### src/rtl/wb_port_arbiter_pkg.sv
// rtl/wb_port_arbiter_pkg.sv - shared constants and types for the writeback port arbiter
package wb_port_arbiter_pkg;

    localparam int ASIZE_DEFAULT      = 5;
    localparam int DSIZE_DEFAULT      = 32;
    localparam int DEPTH_DEFAULT      = 2;
    localparam int STARVE_MAX_DEFAULT = 4;
    localparam int R0_ADDR            = 0;

    // Which source owns the register-file write port this cycle.
    typedef enum logic [1:0] {
        GRANT_NONE = 2'd0,
        GRANT_PIPE = 2'd1,
        GRANT_FIFO = 2'd2
    } grant_e;

endpackage

### src/rtl/wb_port_arbiter_sync_fifo.sv
// rtl/wb_port_arbiter_sync_fifo.sv - pending multi-cycle result FIFO with per-entry address visibility
// Ports: push/push_addr/push_data enqueue, pop dequeues the head, full/empty
// from the registered count, head_addr/head_data show the oldest entry,
// ent_valid/ent_addr expose every slot for hazard comparison.
module sync_fifo
    import wb_port_arbiter_pkg::*;
#(
    parameter int AW    = ASIZE_DEFAULT,
    parameter int DW    = DSIZE_DEFAULT,
    parameter int DEPTH = DEPTH_DEFAULT
) (
    input  logic                      clk,
    input  logic                      rst,
    input  logic                      push,
    input  logic [AW-1:0]             push_addr,
    input  logic [DW-1:0]             push_data,
    input  logic                      pop,
    output logic                      full,
    output logic                      empty,
    output logic [AW-1:0]             head_addr,
    output logic [DW-1:0]             head_data,
    output logic [DEPTH-1:0]          ent_valid,
    output logic [DEPTH-1:0][AW-1:0]  ent_addr
);

    localparam int PW = (DEPTH > 1) ? $clog2(DEPTH) : 1;

    logic [PW-1:0]             wr_ptr_q, wr_ptr_d;
    logic [PW-1:0]             rd_ptr_q, rd_ptr_d;
    logic [PW:0]               count_q, count_d;
    logic [DEPTH-1:0]          valid_q, valid_d;
    logic [DEPTH-1:0][AW-1:0]  addr_q, addr_d;
    logic [DEPTH-1:0][DW-1:0]  data_q, data_d;
    logic                      push_ok, pop_ok;

    assign full      = (count_q == (PW+1)'(DEPTH));
    assign empty     = (count_q == '0);
    assign head_addr = addr_q[rd_ptr_q];
    assign head_data = data_q[rd_ptr_q];
    assign ent_valid = valid_q;
    assign ent_addr  = addr_q;

    assign push_ok = push && !full;
    assign pop_ok  = pop && !empty;

    always_comb begin
        wr_ptr_d = wr_ptr_q;
        rd_ptr_d = rd_ptr_q;
        count_d  = count_q;
        valid_d  = valid_q;
        addr_d   = addr_q;
        data_d   = data_q;
        // Pop clears its slot before push sets one; the two never share a
        // slot because push is blocked when full and pop when empty.
        if (pop_ok) begin
            valid_d[rd_ptr_q] = 1'b0;
            rd_ptr_d          = rd_ptr_q + PW'(1);
        end
        if (push_ok) begin
            valid_d[wr_ptr_q] = 1'b1;
            addr_d[wr_ptr_q]  = push_addr;
            data_d[wr_ptr_q]  = push_data;
            wr_ptr_d          = wr_ptr_q + PW'(1);
        end
        if (push_ok && !pop_ok) begin
            count_d = count_q + (PW+1)'(1);
        end else if (pop_ok && !push_ok) begin
            count_d = count_q - (PW+1)'(1);
        end
    end

    always_ff @(posedge clk or negedge rst) begin
        if (!rst) begin
            wr_ptr_q <= '0;
            rd_ptr_q <= '0;
            count_q  <= '0;
            valid_q  <= '0;
            addr_q   <= '0;
            data_q   <= '0;
        end else begin
            wr_ptr_q <= wr_ptr_d;
            rd_ptr_q <= rd_ptr_d;
            count_q  <= count_d;
            valid_q  <= valid_d;
            addr_q   <= addr_d;
            data_q   <= data_d;
        end
    end

endmodule

### src/rtl/wb_port_arbiter.sv
// rtl/wb_port_arbiter.sv - register-file write-port arbiter between MEM/WB writeback and a multi-cycle unit
// Ports: pipe_* in-order writeback request, mc_* multi-cycle result stream
// with mc_ready backpressure, raddr1/raddr2/id_waddr ID-stage addresses,
// rf_* the shared register-file write port, pipe_stall freezes MEM/WB and
// upstream, rf_hazard tells ID to stall on a pending buffered result.
module wb_port_arbiter
    import wb_port_arbiter_pkg::*;
#(
    parameter int ASIZE      = ASIZE_DEFAULT,
    parameter int DSIZE      = DSIZE_DEFAULT,
    parameter int DEPTH      = DEPTH_DEFAULT,
    parameter int STARVE_MAX = STARVE_MAX_DEFAULT
) (
    input  logic             clk,
    input  logic             rst,
    input  logic             pipe_wen,
    input  logic [ASIZE-1:0] pipe_waddr,
    input  logic [DSIZE-1:0] pipe_wdata,
    input  logic             mc_valid,
    output logic             mc_ready,
    input  logic [ASIZE-1:0] mc_waddr,
    input  logic [DSIZE-1:0] mc_wdata,
    input  logic [ASIZE-1:0] raddr1,
    input  logic [ASIZE-1:0] raddr2,
    input  logic [ASIZE-1:0] id_waddr,
    output logic             rf_wen,
    output logic [ASIZE-1:0] rf_waddr,
    output logic [DSIZE-1:0] rf_wdata,
    output logic             pipe_stall,
    output logic             rf_hazard
);

    localparam int SW = $clog2(STARVE_MAX + 1);

    logic [SW-1:0]               starve_q, starve_d;
    logic                        fifo_full, fifo_empty, fifo_pop, mc_push;
    logic [ASIZE-1:0]            head_addr;
    logic [DSIZE-1:0]            head_data;
    logic [DEPTH-1:0]            ent_valid;
    logic [DEPTH-1:0][ASIZE-1:0] ent_addr;
    logic                        pipe_req, starved, ent_hit;
    grant_e                      grant;

    function automatic logic id_hit(input logic [ASIZE-1:0] a);
        return (a != ASIZE'(R0_ADDR)) && ((a == raddr1) || (a == raddr2) || (a == id_waddr));
    endfunction

    assign pipe_req = pipe_wen && (pipe_waddr != ASIZE'(R0_ADDR));
    assign starved  = (starve_q == SW'(STARVE_MAX));
    // Readiness comes only from the registered count, so a full FIFO
    // refuses a result even in a cycle where it pops.
    assign mc_ready = rst && !fifo_full;
    // r0 results are handshaked but dropped so they never occupy a slot.
    assign mc_push  = mc_valid && mc_ready && (mc_waddr != ASIZE'(R0_ADDR));

    sync_fifo #(
        .AW    (ASIZE),
        .DW    (DSIZE),
        .DEPTH (DEPTH)
    ) u_fifo (
        .clk       (clk),
        .rst       (rst),
        .push      (mc_push),
        .push_addr (mc_waddr),
        .push_data (mc_wdata),
        .pop       (fifo_pop),
        .full      (fifo_full),
        .empty     (fifo_empty),
        .head_addr (head_addr),
        .head_data (head_data),
        .ent_valid (ent_valid),
        .ent_addr  (ent_addr)
    );

    always_comb begin
        grant = GRANT_NONE;
        if (!rst) begin
            grant = GRANT_NONE;
        end else if (!fifo_empty && (!pipe_req || starved)) begin
            grant = GRANT_FIFO;
        end else if (pipe_req) begin
            grant = GRANT_PIPE;
        end
    end

    always_comb begin
        rf_wen   = 1'b0;
        rf_waddr = '0;
        rf_wdata = '0;
        case (grant)
            GRANT_PIPE: begin
                rf_wen   = 1'b1;
                rf_waddr = pipe_waddr;
                rf_wdata = pipe_wdata;
            end
            GRANT_FIFO: begin
                rf_wen   = 1'b1;
                rf_waddr = head_addr;
                rf_wdata = head_data;
            end
            default: ;
        endcase
    end

    assign fifo_pop   = (grant == GRANT_FIFO);
    // A pop while the pipeline wants the port is a preemption.
    assign pipe_stall = fifo_pop && pipe_req;

    always_comb begin
        starve_d = starve_q;
        if (fifo_empty || fifo_pop) begin
            starve_d = '0;
        end else if ((grant == GRANT_PIPE) && !starved) begin
            starve_d = starve_q + SW'(1);
        end
    end

    always_ff @(posedge clk or negedge rst) begin
        if (!rst) begin
            starve_q <= '0;
        end else begin
            starve_q <= starve_d;
        end
    end

    always_comb begin
        ent_hit = 1'b0;
        for (int i = 0; i < DEPTH; i++) begin
            if (ent_valid[i] && id_hit(ent_addr[i])) begin
                ent_hit = 1'b1;
            end
        end
    end

    assign rf_hazard = rst && (ent_hit || (mc_push && id_hit(mc_waddr)));

endmodule

### config.mk
export PLATFORM = sky130hd
export DESIGN_NAME = wb_port_arbiter
export DESIGN_NICKNAME = d
export VERILOG_FILES = /design/src/rtl/wb_port_arbiter_pkg.sv /design/src/rtl/wb_port_arbiter_sync_fifo.sv /design/src/rtl/wb_port_arbiter.sv
export SDC_FILE = /design/constraint.sdc
export NUM_CORES = 1
export LEC_CHECK = 0
export ABC_AREA = 0
export CAP_MARGIN = 10
export CORE_ASPECT_RATIO = 0.75
export CORE_MARGIN = 2
export CORE_UTILIZATION = 30
export DETAILED_ROUTE_END_ITERATION = 8
export MAX_ROUTING_LAYER = met4
export PLACE_DENSITY = 0.62
export SYNTH_ARGS = -nofsm -noshare
export SYNTH_HDL_FRONTEND = slang
export SYNTH_HIERARCHICAL = 1
export SYNTH_SLANG_ARGS = --single-unit
export TNS_END_PERCENT = 10
### constraint.sdc
create_clock -name clk -period 11.4 [get_ports clk]
set_clock_uncertainty 0.15 [all_clocks]
set_input_delay 2.85 -clock clk [delete_from_list [all_inputs] [get_ports clk]]
set_output_delay 2.85 -clock clk [all_outputs]
set_load 0.05 [all_outputs]
==> results by group <==
Status
  • Status: completed

Floorplanning
  • Starting Density: 30.5%
  • Cell row count: 40
  • Width of the die: 151 um
  • Core Area: 16000 um2
  • Full die area: 17300 um2
  • DIE HEIGHT: 114 um
  • I/O pins: 134

GRT
  • GRT overflow: 0
  • Largest net degree at the start of global routing: 54
  • Initial antenna violation count: 0
  • Total track usage: 15.3%
  • Vias in the first global route: 3952
  • First-pass GRT wire length: 19900 um

Synthesis
  • Sequential element share of the synthesized area: 42.6%
  • Most frequent cells after synthesis: mux2_2, dfrtp_1, nor2_1
  • EDFF count, synth: 0
  • Synth Register Bits: 83
  • Mapped Area: 4880 um2
  • Main flop type after synthesis: dfrtp_1
  • Top-area cell type share of the netlist area: 42.6%
  • Post-synth ARST share: 100%
  • Synth unique cells: 36
  • Net Count, Synth: 514
  • Number of warnings issued by yosys: 6
  • Ranking of synthesized cells by area: dfrtp_1, mux2_2, mux2_4, a22oi_1, xnor2_1
  • Post-synthesis cell count: 415
  • Most numerous cell in the Yosys netlist: mux2_2
  • Mean Syn Cell Area: 11.8 um2
  • Leading area contributor after synthesis: dfrtp_1

Timing
  • Final Slew Violations: 0
  • Final setup margin: 1.76 ns
  • Worst slew pin tran: 1.09 ns
  • Fin. Hold Viols: 0
  • Unrepaired setup endpoints after global routing: false
  • Max Clk Rate: 0.104 GHz
  • Fin crit share: 84.6%
  • Final setup viols: 0
  • Max transition margin: 27.1%
  • TNS Setup: 0 ns
  • Min Tclk post-route: 9.64 ns

Route
  • Drt first pass iters: 4
  • WL final: 12500 um
  • Drt drc: 0
  • Via count: 3641
  • Drt wl/cell: 16.5 um
  • Initial DRC Count: 79
  • Final ANT Viol Nets: 0
  • Via/cell ratio: 4.82

Setup path
  • Critical Path Slowest Stage Cell: ha_1
  • Reg2reg end: u_fifo/count_q[1]
  • CP top delay family: buffers and inverters
  • Most used cell, CP: clkdlybuf4s50_1
  • CP endpoint kind: output pin
  • R2R setup slack: 7.92 ns
  • CP Data Required Time: 8.40 ns
  • Path depth of the worst reg2reg path: 12
  • Worst r2r src: starve_q[0]
  • Crit path cell chain: clkdlybuf4s50_1 > or4_1 > o21a_1 > a211o_1 > inv_1 > ha_1 > buf_4 > a22oi_1 > nor2_1 > clkdlybuf4s50_1
  • Startpoint Class: primary input
  • Largest stage delay on the critical path: 0.87 ns
  • Crit path max fanout: 27
  • Crit path kind: in -> out
  • WP data arrival: 6.64 ns
  • Bufs and invs on worst path: 4
  • Crit path depth: 10

Clock tree
  • Clk root buf: clkbuf_16
  • Max H-tree Level: 3
  • CTS tree: done
  • CTS max path bufs: 2
  • # clock sinks: 83
  • Cts-stage hold buffer count: 0
  • Post_cts resized: 0
  • Clk_lat worst skew: 0.33 ns
  • Cts bufs inserted: 9
  • Clock slew at reported path FFs: 0.06 ns
  • Setup Buffers After CTS: 0

Min path
  • Worst hold start: u_fifo/data_q[9]
  • Hold Crit Depth: 1
  • Hold Path End: u_fifo/data_q[9]
  • Worst min-delay path class: reg -> reg

Place
  • Gp weighted congestion: 0.875
  • Post-DP HPWL: 8700 um
  • Cells after DPL: 739
  • Number of port buffers: 133
  • Pre-CTS WS: 1.72 ns

Cells and area
  • Register Area: 2080 um2
  • Synthesis-to-finish area growth: 37.1%
  • Final nets: 639
  • Fin util: 41.9%
  • Final Non-Filler Cells: 755
  • Ant diodes: 0
  • Layout fillers: 1512
  • Share of cells above drive strength 1: 24.8%
  • Multi-input gate area: 2610 um2

Power
  • Pleak: 0.00263 uW
  • Design Power: 1610 uW
  • Worst vdd ir: 0.000114 V
  • P per Cell Area: 241 nW/um2

Flow run
  • Max-Cap Viols: 0
-- logic make-up after synthesis --
group	share of synthesized area (%)
AOI/OAI and AO/OA	7.70
xor gates and xnor gates	8.98
adders and majority gates	1.54
buffers and inverters	3.82
DFF	42.6
muxes	27.3
and+or+nand+nor	8.06
-- registers in the layout (all words and copies together) (netlist names) --
signal and count:
u_fifo/ent_valid 2, u_fifo/count_q 2, u_fifo/data_q 64, u_fifo/rd_ptr_q 1, u_fifo/wr_ptr_q 1, starve_q 3
u_fifo/ent_addr 10
-- routing by layer --
layer / share of wire, % / vias up / GRT usage [%]
met5: 0 / - / -
met4: 0.94 / 0 / 3.49
met3: 4.6 / 13 / 3.63
met2: 47 / 91 / 24.3
met1: 48 / 1809 / 19.8
li1: - / 1728 / -
-- through the flow --
stage	instance area [um2]	hold slack [ns]
after floorplan	4880	0.304
after global placement	6340	0.316
final	6690	0.341
after CTS	6690	0.343
after global routing	6690	0.356
after detailed placement	6340	0.327
-- worst reg2reg max path, delay by kind of cell (launching register included) --
kind	cells	cell delay, ns
AND/OR/NAND/NOR	2	0.19
XOR/XNOR	2	0.29
AO/OA/AOI/OAI	2	0.56
buffers and inverters	3	0.49
adder cells (fa/ha/maj)	3	1.30
flip-flops	1	0.41
-- cell type report --
| cell class | instances | area share [%] |
|---|---|---|
| inverter | 8 | 0.449 |
| clock buffer | 10 | 3.42 |
| tap | 210 | 3.93 |
| timing repair buffer | 137 | 20.3 |
| clock inverter | 6 | 1.70 |
| sequential | 83 | 31.1 |
| multi-input combinational | 301 | 39.1 |
-- placed cells by master (no fill, tap or decap), types with 2 or more instances in the layout --
master / n
a21oi_1: 4
a22oi_1: 37
and2_1: 2
buf_4: 5
bufinv_16: 3
clkbuf_16: 9
clkdlybuf4s50_1: 132
clkinvlp_4: 2
dfrtp_1: 82
ha_1: 6
inv_1: 7
mux2_1: 2
mux2_2: 91
mux2_4: 19
nand2_1: 4
nand2b_1: 2
nand3_1: 9
nor2_1: 43
nor3_1: 13
o211ai_1: 2
o21ai_0: 4
or4_1: 3
xnor2_1: 29
xor2_1: 21
-- how the worst max path moves through the flow --
stage	startpoint	end	slack (ns)
after CTS	pipe_waddr[0]	rf_wdata[27]	1.70
after detailed placement	pipe_waddr[0]	rf_wdata[27]	1.72
final	pipe_waddr[0]	rf_wdata[27]	1.76
after floorplan	pipe_waddr[0]	rf_wdata[10]	3.03
after global routing	pipe_waddr[0]	rf_wdata[19]	1.46
after global placement	pipe_waddr[0]	rf_wdata[24]	1.83
-- where the power goes --
part	internal (uW)	switching, uW
registers	444	143
clock network	214	115
logic	392	305
total	1050	563
Note: power is estimated with default switching activity, not from simulation.
